===== src/rtl/ls245_ctrl_pkg.sv =====
// ls245_ctrl_pkg: shared state, owner and direction encodings for the LS245 bus controller.
package ls245_ctrl_pkg;
  typedef enum logic [1:0] {IDLE, SETUP, ACTIVE, RELEASE} state_t;
  typedef enum logic {OWN_A, OWN_B} owner_t;
  localparam logic DIR_A_TO_B = 1'b1;
  localparam logic DIR_B_TO_A = 1'b0;
endpackage


===== src/rtl/ls245_turn_timer.sv =====
// ls245_turn_timer: loadable down-counter; done marks the last cycle of the dead time.
module ls245_turn_timer #(
  parameter int W = 4
) (
  input  logic         clk,
  input  logic         rst_n,
  input  logic         load,
  input  logic [W-1:0] value,
  output logic         done
);
  logic [W-1:0] cnt;
  always_ff @(posedge clk or negedge rst_n)
    if (!rst_n) cnt <= '0;
    else cnt <= load ? value : (cnt != '0 ? cnt - 1'b1 : cnt);
  assign done = cnt == W'(1);
endmodule


===== src/rtl/ls245_bus_ctrl.sv =====
// ls245_bus_ctrl: break-before-make DIR/OE sequencer sharing one LS245 between an A-side and a B-side master.
module ls245_bus_ctrl
  import ls245_ctrl_pkg::*;
#(
  parameter int TURN_CYCLES = 2,
  parameter int HOLD_MAX    = 8
) (
  input  logic clk,
  input  logic rst_n,
  input  logic req_a,
  input  logic req_b,
  input  logic inhibit,
  output logic gnt_a,
  output logic gnt_b,
  output logic dir,
  output logic oe,
  output logic busy
);
  if (TURN_CYCLES < 1 || TURN_CYCLES > 15) begin : g_bad_turn
    $error("TURN_CYCLES must be 1..15");
  end
  if (HOLD_MAX < 1 || HOLD_MAX > 255) begin : g_bad_hold
    $error("HOLD_MAX must be 1..255");
  end
  state_t     state, state_nxt;
  owner_t     owner, owner_nxt, last_owner, last_nxt;
  logic       dir_nxt, own_req, oth_req, turn_done;
  logic [7:0] hold, hold_inc;
  assign own_req  = owner == OWN_A ? req_a : req_b;
  assign oth_req  = owner == OWN_A ? req_b : req_a;
  // hold_inc counts the current ACTIVE cycle, so pre-emption lands after exactly HOLD_MAX cycles
  assign hold_inc = hold == 8'(HOLD_MAX) ? hold : hold + 8'd1;
  ls245_turn_timer #(.W(4)) u_turn (
    .clk  (clk),
    .rst_n(rst_n),
    .load (state_nxt == RELEASE && state != RELEASE),
    .value(4'(TURN_CYCLES)),
    .done (turn_done)
  );
  always_comb begin
    state_nxt = state;
    owner_nxt = owner;
    last_nxt  = last_owner;
    dir_nxt   = dir;
    case (state)
      IDLE: if (!inhibit && (req_a || req_b)) begin
        state_nxt = SETUP;
        owner_nxt = (req_a && req_b) ? (last_owner == OWN_A ? OWN_B : OWN_A) : (req_a ? OWN_A : OWN_B);
        dir_nxt   = owner_nxt == OWN_A ? DIR_A_TO_B : DIR_B_TO_A;
      end
      SETUP: if (inhibit || !own_req) begin
        state_nxt = RELEASE;
        last_nxt  = owner;
      end else state_nxt = ACTIVE;
      ACTIVE: if (inhibit || !own_req || (hold_inc == 8'(HOLD_MAX) && oth_req)) begin
        state_nxt = RELEASE;
        last_nxt  = owner;
      end
      default: if (turn_done) state_nxt = IDLE;
    endcase
  end
  // outputs are registered from the next state so they line up with the state register
  always_ff @(posedge clk or negedge rst_n)
    if (!rst_n) begin
      state      <= IDLE;
      owner      <= OWN_A;
      last_owner <= OWN_B;
      hold       <= '0;
      dir        <= DIR_A_TO_B;
      oe         <= 1'b1;
      gnt_a      <= 1'b0;
      gnt_b      <= 1'b0;
      busy       <= 1'b0;
    end else begin
      state      <= state_nxt;
      owner      <= owner_nxt;
      last_owner <= last_nxt;
      hold       <= state == ACTIVE ? hold_inc : '0;
      dir        <= dir_nxt;
      oe         <= state_nxt != ACTIVE;
      gnt_a      <= state_nxt == ACTIVE && owner_nxt == OWN_A;
      gnt_b      <= state_nxt == ACTIVE && owner_nxt == OWN_B;
      busy       <= state_nxt != IDLE;
    end
endmodule


===== config.mk =====
export PLATFORM = sky130hd
export DESIGN_NAME = ls245_bus_ctrl
export DESIGN_NICKNAME = d
export VERILOG_FILES = /design/src/rtl/ls245_ctrl_pkg.sv /design/src/rtl/ls245_turn_timer.sv /design/src/rtl/ls245_bus_ctrl.sv
export SDC_FILE = /design/constraint.sdc
export NUM_CORES = 1
export LEC_CHECK = 0
export CORE_ASPECT_RATIO = 1.5
export CORE_MARGIN = 2
export CORE_UTILIZATION = 40
export DETAILED_ROUTE_END_ITERATION = 12
export PLACE_DENSITY = 0.71
export SLEW_MARGIN = 20
export SYNTH_ARGS = -nofsm -noshare
export SYNTH_HDL_FRONTEND = slang
export SYNTH_SLANG_ARGS = --single-unit

===== constraint.sdc =====
create_clock -name clk -period 1.8 [get_ports clk]
set_input_delay 0.45 -clock clk [delete_from_list [all_inputs] [get_ports clk]]
set_output_delay 0.45 -clock clk [all_outputs]
set_load 0.05 [all_outputs]

* Yosys cells after proc, flatten, opt, wreduce, memory -nomap -nowiden *
Index checks and enable logic that the tools add are counted.

storage, ports and cells
  register bits after elaboration = 21
  latch bits = 0
  RAM bits = 0
  ROM bits = 0
  bits of input ports = 5
  output and inout port bits = 5
  word-level logic and storage cells = 62
  memories kept = 0

operators by class
  add/subtract/negate cells = 2
  $mul = 0
  div/mod/pow operators = 0
  order comparisons = 0
  equal/unequal tests = 11
  shift operators = 0
  muxes and demuxes = 20
  bitwise logic cells = 1
  reduce and logical (&&, ||, !) cells = 18

operator list
  operator                                          number
  == test 8 x 4 -> 1 bit, second input constant     2
  two-way mux 8 bit                                 2
  two-way mux 1 bit                                 11
  adder 8 x 1 -> 8 bit, second input constant       1
  two-way mux 4 bit                                 2
  != test 2 bit, second input constant              4
  == test 2 bit, second input constant              3
  logical AND 1 bit                                 6
  two-way mux 2 bit                                 3
  one-hot mux 2 bit (3 select lines)                1
  nonzero test 2 bit                                3
  == test 4 x 1 -> 1 bit, second input constant     1
  nonzero test 4 bit                                1
  subtractor 4 x 1 -> 4 bit, second input constant  1
  logical OR 1 bit                                  3
  AND reduction 3 bit                               1
  == test 2 x 1 -> 1 bit, second input constant     1
  logical NOT 1 bit                                 2
  logical NOT 2 bit                                 1
  one-hot mux 1 bit (2 select lines)                1
  AND reduction 2 bit                               1
  inverter 1 bit                                    1

* Depth between registers and ports, before layout *
Gate-level depths: netlist of the first run.

  depth after elaboration = 10
  depth in mapped cells = 7
  gate-level depth less buffers = 7

* Cells and area by module *
A second synthesis of the first run with hierarchy kept.

second synthesis, totals
  cells, all modules = 125
  area total of the unflattened synthesis = 1261.2 um^2

by module, submodules not included
  module            times used  cells an instance  area each (um^2)  sequential area each (um^2)
  ls245_bus_ctrl    1           100                1003.5            429.2
  ls245_turn_timer  1           25                 257.7             100.1

* Worst setup path before layout of the first run *
No wires, ideal clock.

  kind = register to register
  from = register hold[5]
  to = register u_turn.cnt[0]
  setup time = 0.130 ns
  arrival time = 1.678 ns
  slack = -0.008 ns
  cell stages (with the launch flop) = 8
  path buffers = 1
  period minus slack after synthesis = 1.808 ns
  cell sequence = dfrtp_1 -> buf_6 -> nor4_2 -> nand4b_2 -> xnor2_1 -> nand4_2 -> a311oi_4 -> nor2_1

between the ends
  longest elaborated chain between the ends = 10
  elaborated cells between the ends (all ways) = 12

ends and longest elaborated chain
  item                                                            line                    source
  start, declared                                                 ls245_bus_ctrl.sv:28    logic [7:0] hold, hold_inc;
  start signal, assigned                                          ls245_bus_ctrl.sv:78    hold <= state == ACTIVE ? hold_inc : '0;
  adder 8 x 1 -> 8 bit or == test 8 x 4 -> 1 bit (tied branches)  ls245_bus_ctrl.sv:32    assign hold_inc = hold == 8'(HOLD_MAX) ? hold : hold + 8'd1;
  two-way mux 8 bit (*)                                           ls245_bus_ctrl.sv:32
  == test 8 x 4 -> 1 bit (*)                                      ls245_bus_ctrl.sv:55    ACTIVE: if (inhibit || !own_req || (hold_inc == 8'(HOLD_MAX) && oth_req)) begin
  logical AND 1 bit (*)                                           ls245_bus_ctrl.sv:55
  logical OR 1 bit (*)                                            ls245_bus_ctrl.sv:55
  two-way mux 2 bit (*)                                           ls245_bus_ctrl.sv:55
  one-hot mux 2 bit (3 select lines) (*)                          ls245_bus_ctrl.sv:45    case (state)
  == test 2 bit (*)                                               ls245_bus_ctrl.sv:36    .load (state_nxt == RELEASE && state != RELEASE),
  logical AND 1 bit (*)                                           ls245_bus_ctrl.sv:36
  two-way mux 4 bit or nonzero test 2 bit (tied branches)         -
  end signal, assigned                                            ls245_turn_timer.sv:14  else cnt <= load ? value : (cnt != '0 ? cnt - 1'b1 : cnt);
  end, declared                                                   ls245_turn_timer.sv:11  logic [W-1:0] cnt;

Mark *: on every way between the ends. The rest lies on a longest branch, timed or not.
A chain may end at the register's enable or synchronous reset.

* Worst setup path after layout of the first run *
  from = register hold[4]
  to = register u_turn.cnt[3]

Same word-level chain as after synthesis.

==> flow_summary.json, run 1 <==
{
  "status": "finished, violations left",
  "violations": "negative setup slack",
  "syn_area_sq_mm": 0.00125,
  "layout-drive-gt1-share_pct": 29.5,
  "slew_violations": 0,
  "finalCritPeriodShare_pct": 109,
  "cts_hold_buffers": 0,
  "synth_top_area_share_pct": 35.9,
  "min_from": "dir",
  "period_minus_slack_ns": 1.95,
  "synth_cells": 126,
  "place_area_sq_mm": 0.00153,
  "first_global_vias": 1032,
  "p_clk_share_pct": 11.8,
  "fin_ws_ns": -0.155,
  "antennaDiodeCount": 0,
  "multiInputGateArea_sq_um": 709,
  "drt_iter0_drc": 19,
  "ios": 10,
  "crit_fanout": 4,
  "leakagePower_nw": 0.758,
  "grt-ovfl-total": 0,
  "dieArea_sq_mm": 0.00361,
  "avgRoutedWirePerCell_um": 12.3,
  "die_w_um": 49.7,
  "htreeDepth": 1,
  "nFillCells": 287,
  "yosysWarnings": 0,
  "power_frac_seq_pct": 31.8,
  "worst_pin_slew_ns": 0.312,
  "p_int_w": 0.00145,
  "switchingPower_w": 0.00104,
  "rows": 24,
  "drc": 0,
  "cp.arrival_ns": 2.08,
  "ys_seq_elements": 21,
  "dp.cells": 189,
  "largest_reg_flops": 8,
  "cp_data_required_time_ns": 1.93,
  "fin_nets": 171,
  "clkLatencyLatePin_ns": 0.25,
  "place.gp.congestion": 0.743,
  "setup_viol_count_final": 9,
  "core_sq_mm": 0.00294,
  "root_buffer": "clkbuf_8",
  "final_cell_count_no_fill": 195,
  "netlist-cell-type-count": 38,
  "clkSinkCount": 21,
  "ant_nets": 0,
  "dp_slack_ns": -0.348,
  "vdd_ir_drop_max_uv": 928,
  "fin_setup_tns_ns": -0.858,
  "swShare_pct": 41.7,
  "grt_setup_unrepaired": "yes",
  "endpoint_kind": "flip-flop",
  "hold_class": "flip-flop to flip-flop",
  "regMostFlops": "hold",
  "fin_area_sq_mm": 0.00161,
  "p_comb_share_pct": 56.4,
  "final_hold_viol_count": 0,
  "drt_pass1_iterations": 4,
  "relSlewSlack_pct": 79.2,
  "synth.area.top_cells": "dfrtp_1, ha_1, dfstp_2",
  "path_class": "flip-flop to flip-flop",
  "reg2reg_depth": 6,
  "power_w": 0.00249,
  "grt_max_degree": 22,
  "reg_top3": "hold: 8 flops, u_turn.cnt: 4 flops, state: 2 flops",
  "grt_pass1_wl_mm": 4.16,
  "io_buffers": 9,
  "syn_to_final_growth_pct": 28.6,
  "wl_mm": 2.39,
  "cts_tree": "yes",
  "r2r_slack_ns": -0.15,
  "r2r-end": "u_turn.cnt[3]",
  "cts.clk_slew.worst_paths_ns": 0.07,
  "via_per_inst": 4.99,
  "worstSetupStartpoint": "hold[4]",
  "avgSynthCellArea_sq_um": 9.95,
  "dp_hpwl_mm": 1.89,
  "start_kind": "flip-flop",
  "yosysTopAreaCell": "dfrtp_1",
  "regArea_sq_um": 529,
  "worstSetupEndpoint": "u_turn.cnt[3]",
  "p_per_area_mw_per_mm2": 1540,
  "skew_ns": 0.00686,
  "maxClockFrequency_ghz": 0.512,
  "cts_buffers": 3,
  "syn_nets": 140,
  "drv_cap": 0,
  "vias": 974,
  "regToRegStartpoint": "hold[4]",
  "antenna_found_initial": 0,
  "initial_core_util_pct": 42.6,
  "grt_util_all_layers_pct": 14.8,
  "cts_buffer_depth": 2,
  "ys_seq_area_share_pct": 42.2,
  "die_h_um": 72.6
}
worst min-delay path by stage:
stage | endpoint | slack [ns] | cells after the start
4_1_cts | dir | 0.49 | 2
3_5_place_dp | dir | 0.48 | 2
5_1_grt | dir | 0.50 | 2
3_3_place_gp | dir | 0.47 | 2
6_report | dir | 0.48 | 2
2_1_floorplan | busy | 0.15 | 0
kinds of logic (layout without fill, tap and decap cells):
logic type / Yosys count / in the layout / share of synthesized area, %
AO/OA/AOI/OAI: 18 / 18 / 12.8
buffers and inverters: 12 / 42 / 4.49
multiplexers: 3 / 3 / 2.40
flip-flops: 21 / 21 / 42.2
XOR/XNOR: 10 / 10 / 6.99
adder cells (fa/ha/maj): 9 / 9 / 8.98
AND/OR/NAND/NOR: 53 / 53 / 22.2
per-layer routing:
| layer | part of all wire [%] | GRT usage (%) | wire length (um) | vias to the layer above |
|---|---|---|---|---|
| met5 | 0 | 0 | 0 | - |
| met4 | 0 | 3.70 | 0 | 0 |
| met3 | 1.8 | 2.06 | 44 | 0 |
| met2 | 60 | 30.7 | 1430 | 9 |
| met1 | 38 | 14.9 | 920 | 480 |
| li1 | - | - | - | 485 |
power groups by stage:
| stage | registers [W] | logic [W] | clock network, W |
|---|---|---|---|
| after floorplan | 0.000920 | 0.000788 | 0 |
| after global placement | 0.000790 | 0.00134 | 0 |
| after detailed placement | 0.000800 | 0.00139 | 0 |
| after CTS | 0.000791 | 0.00140 | 0.000303 |
| after global routing | 0.000814 | 0.00154 | 0.000323 |
| final | 0.000792 | 0.00140 | 0.000294 |
worst max-delay path, cell delays in order, from the launching register on:
cell and delay, ns:
dfrtp_1 0.41, nor4_4 0.35, nand4b_4 0.16, a211oi_2 0.24
nand4_2 0.20, a311oi_4 0.38, nor2_1 0.09
layout make-up:
class	instances	share of cell area, %
multi-input cells	93	44.0
flip-flops and latches	21	32.8
clock buffers	4	2.79
repair buffers	28	15.1
inverters	10	2.33
well taps	39	3.03
cells in the final DEF (no fill, tap or decap), drive strengths merged, types with 3 or more instances in the layout:
cell     n
clkbuf   4
nand2b   5
buf     24
nor2    17
dfrtp   18
nor3     3
inv     10
dfstp    3
xnor2    8
a31oi    3
mux2i    3
nand3    3
ha       9
and3     3
nand2   12
a21oi    3
what timing repair did:
item | in CTS | in global routing
gates resized for setup | 3 | 3
pin swaps | 0 | 2
endpoints found under the setup margin | 9 | 10
setup buffers | 2 | 0
through the flow:
step / utilization [%] / hold WS [ns]
after floorplan: - / 0.154
after global placement: 52.0 / 0.466
after detailed placement: 52.0 / 0.476
after CTS: 54.3 / 0.486
after global routing: 54.8 / 0.501
final: 54.8 / 0.480
synth_stat cells:
| cell | count |
|---|---|
| a21oi_1 | 3 |
| a311oi_1 | 1 |
| xnor2_1 | 8 |
| buf_4 | 1 |
| o21ba_2 | 1 |
| nand2_1 | 12 |
| o21ai_0 | 1 |
| nand3_1 | 3 |
| dfstp_2 | 3 |
| a211oi_2 | 1 |
| or3_1 | 2 |
| nand3b_1 | 1 |
| a21boi_0 | 1 |
| xor2_1 | 2 |
| nor3_1 | 3 |
| inv_1 | 10 |
| a211o_1 | 2 |
| a31oi_2 | 1 |
| mux2i_1 | 3 |
| nand4_2 | 1 |
| nand4b_2 | 1 |
| nor2_1 | 16 |
| a31oi_1 | 2 |
| nor2_2 | 1 |
| buf_6 | 1 |
| a2bb2oi_1 | 1 |
| or2_2 | 2 |
| nor2b_1 | 1 |
| dfrtp_1 | 18 |
| nand2b_1 | 5 |
| o211ai_1 | 2 |
| a311oi_4 | 1 |
| ha_1 | 9 |
| nor4_2 | 1 |
| and3_1 | 2 |
| o21ai_2 | 1 |
| and2_1 | 1 |
| and3_2 | 1 |
No activity file was read; power rests on OpenSTA's default activity.
==> run 2, diff against run 1 <==
--- a/config.mk
+++ b/config.mk
@@ -5,11 +5,12 @@
 export SDC_FILE = /design/constraint.sdc
 export NUM_CORES = 1
 export LEC_CHECK = 0
+export ABC_CLOCK_PERIOD_IN_PS = 1800
 export CORE_ASPECT_RATIO = 1.5
 export CORE_MARGIN = 2
-export CORE_UTILIZATION = 40
+export CORE_UTILIZATION = 51
 export DETAILED_ROUTE_END_ITERATION = 12
-export PLACE_DENSITY = 0.71
+export PLACE_DENSITY = 0.84
 export SLEW_MARGIN = 20
 export SYNTH_ARGS = -nofsm -noshare
 export SYNTH_HDL_FRONTEND = slang
==> run 2 against run 1 <==
The run still ends with negative setup slack left. Combinational power hardly changed. Via count up 1.8%. Largest cell class unchanged. Cell area down 2.9%. First-iteration DRC count down 16%. Sequential power barely moved.
==> flow_summary.json, run 2 (same netlist as run 1, synthesis figures left out) <==
{
  "antennaDiodeCount": 0,
  "ant_nets": 0,
  "cts.clk_slew.worst_paths_ns": 0.11,
  "r2r-end": "u_turn.cnt[0]",
  "dp_slack_ns": -0.347,
  "crit_family": "simple AND/OR/NAND/NOR gates",
  "die_h_um": 64.7,
  "grt-ovfl-total": 0,
  "skew_ns": 0.00169,
  "vias": 992,
  "start_kind": "flip-flop",
  "p_comb_share_pct": 58.1,
  "slowest_stage": "dfrtp_1",
  "swShare_pct": 43.8,
  "relSlewSlack_pct": 80.8,
  "syn_to_final_growth_pct": 24.9,
  "power_w": 0.00243,
  "die_w_um": 44.5,
  "worst_pin_slew_ns": 0.280,
  "dieArea_sq_mm": 0.00288,
  "core_sq_mm": 0.00239,
  "ios": 10,
  "endpoint_kind": "flip-flop",
  "crit_chain": "nor4_4 -> nand4b_4 -> a211oi_2 -> nand4_4 -> a311oi_4 -> nor2_1",
  "regToRegStartpoint": "hold[4]",
  "cp.buffers_inverters": 0,
  "initial_core_util_pct": 52.4,
  "grt_setup_unrepaired": "yes",
  "htreeDepth": 1,
  "final_cell_mix": "buf_4, dfrtp_1, nor2_1",
  "drc": 0,
  "switchingPower_w": 0.00107,
  "final_common_cell": "buf_4",
  "finalCritPeriodShare_pct": 105,
  "maxClockFrequency_ghz": 0.527,
  "place_area_sq_mm": 0.00150,
  "fin_area_sq_mm": 0.00157,
  "cp.arrival_ns": 2.09,
  "power_frac_seq_pct": 32.5,
  "fin_nets": 169,
  "fin_ws_ns": -0.0975,
  "drt_pass1_iterations": 4,
  "p_clk_share_pct": 9.4,
  "io_buffers": 9,
  "drt_iter0_drc": 16,
  "status": "finished, violations left",
  "fin_util_pct": 65.4,
  "period_minus_slack_ns": 1.90,
  "crit_fanout": 4,
  "clkLatencyLatePin_ns": 0.31,
  "largest_reg_flops": 8,
  "regMostFlops": "hold",
  "final_hold_viol_count": 0,
  "grt_pass1_wl_mm": 4.49,
  "dp_hpwl_mm": 1.95,
  "layout-drive-gt1-share_pct": 28.6,
  "reg_top3": "hold: 8 flops, u_turn.cnt: 4 flops, state: 2 flops",
  "rows": 22,
  "avgRoutedWirePerCell_um": 13.9,
  "reg2reg_depth": 6,
  "path_class": "flip-flop to flip-flop",
  "cts_tree": "yes",
  "slowest_delay_ns": 0.43,
  "slew_violations": 0,
  "p_int_w": 0.00137,
  "antenna_found_initial": 0,
  "p_per_area_mw_per_mm2": 1550,
  "via_per_inst": 5.57,
  "setup_viol_count_final": 9,
  "hold_class": "primary input to asynchronous set/reset pin",
  "wl_mm": 2.48,
  "grt_util_all_layers_pct": 20.8,
  "violations": "negative setup slack",
  "leakagePower_nw": 0.736,
  "first_global_vias": 1094,
  "root_buffer": "clkbuf_4",
  "place.gp.congestion": 0.811,
  "r2r_slack_ns": -0.1,
  "cp_data_required_time_ns": 2.00,
  "cts_buffers": 3,
  "vdd_ir_drop_max_uv": 1030,
  "final_cell_count_no_fill": 178,
  "clkSinkCount": 21,
  "grt_max_degree": 22,
  "nFillCells": 199,
  "dp.cells": 173,
  "drv_cap": 0,
  "cts_buffer_depth": 2
}
-- run 2: changes by cell type in the layout (fill, tap and decap cells not counted), sizes merged --
cell           change
clkdlybuf4s50      +2
dlygate4sd2        -2
clkinv             +1
clkbuf             -1
buf                -2
-- run 2: timing repair --
action,in CTS,in global routing
setup endpoints to repair,9,10
hold buffers,0,0
gates resized for setup,2,2
cloned,0,0
buffers inserted,1,0
-- run 2: final cells by class --
type	instances	area [sq um]	share of cell area [%]
Sequential cell	21	529	33.8
Timing Repair Buffer	26	230	14.7
Tap cell	24	30.0	1.92
Multi-Input combinational cell	93	712	45.4
Clock inverter	1	5.00	0.319
Inverter	10	37.5	2.40
Clock buffer	3	22.5	1.44
-- run 2: power groups by stage --
stage	Combinational, W	Sequential, W	Clock (W)
after floorplan	0.000788	0.000920	0
after global placement	0.00132	0.000788	0
after detailed placement	0.00139	0.000800	0
after CTS	0.00141	0.000790	0.000236
after global routing	0.00156	0.000814	0.000246
final	0.00141	0.000790	0.000229
-- run 2: how the worst max path moves through the flow --
stage | cells after the start | slack, ns | startpoint | to
global route | 6 | -0.22 | hold[4] | u_turn.cnt[0]
floorplan | 7 | 0.01 | hold[5] | u_turn.cnt[0]
finish | 6 | -0.1 | hold[4] | u_turn.cnt[0]
global placement | 6 | -0.29 | req_b | u_turn.cnt[1]
CTS | 6 | -0.13 | hold[4] | u_turn.cnt[0]
detailed placement | 6 | -0.35 | req_b | u_turn.cnt[1]
-- run 2: metal layers --
layer	GRT usage (%)	wire length, um	vias to the layer above
met5	0	0	-
met4	11.4	93	0
met2	38.6	1420	17
li1	-	-	480
met3	2.23	64	9
met1	21.4	899	486
-- run 2: per-stage QoR --
stage,hold slack (ns),TNS (ns)
final,0.469,-0.453
after global routing,0.488,-1.55
after CTS,0.473,-0.718
after detailed placement,0.491,-2.93
after global placement,0.466,-2.40
after floorplan,0.154,0
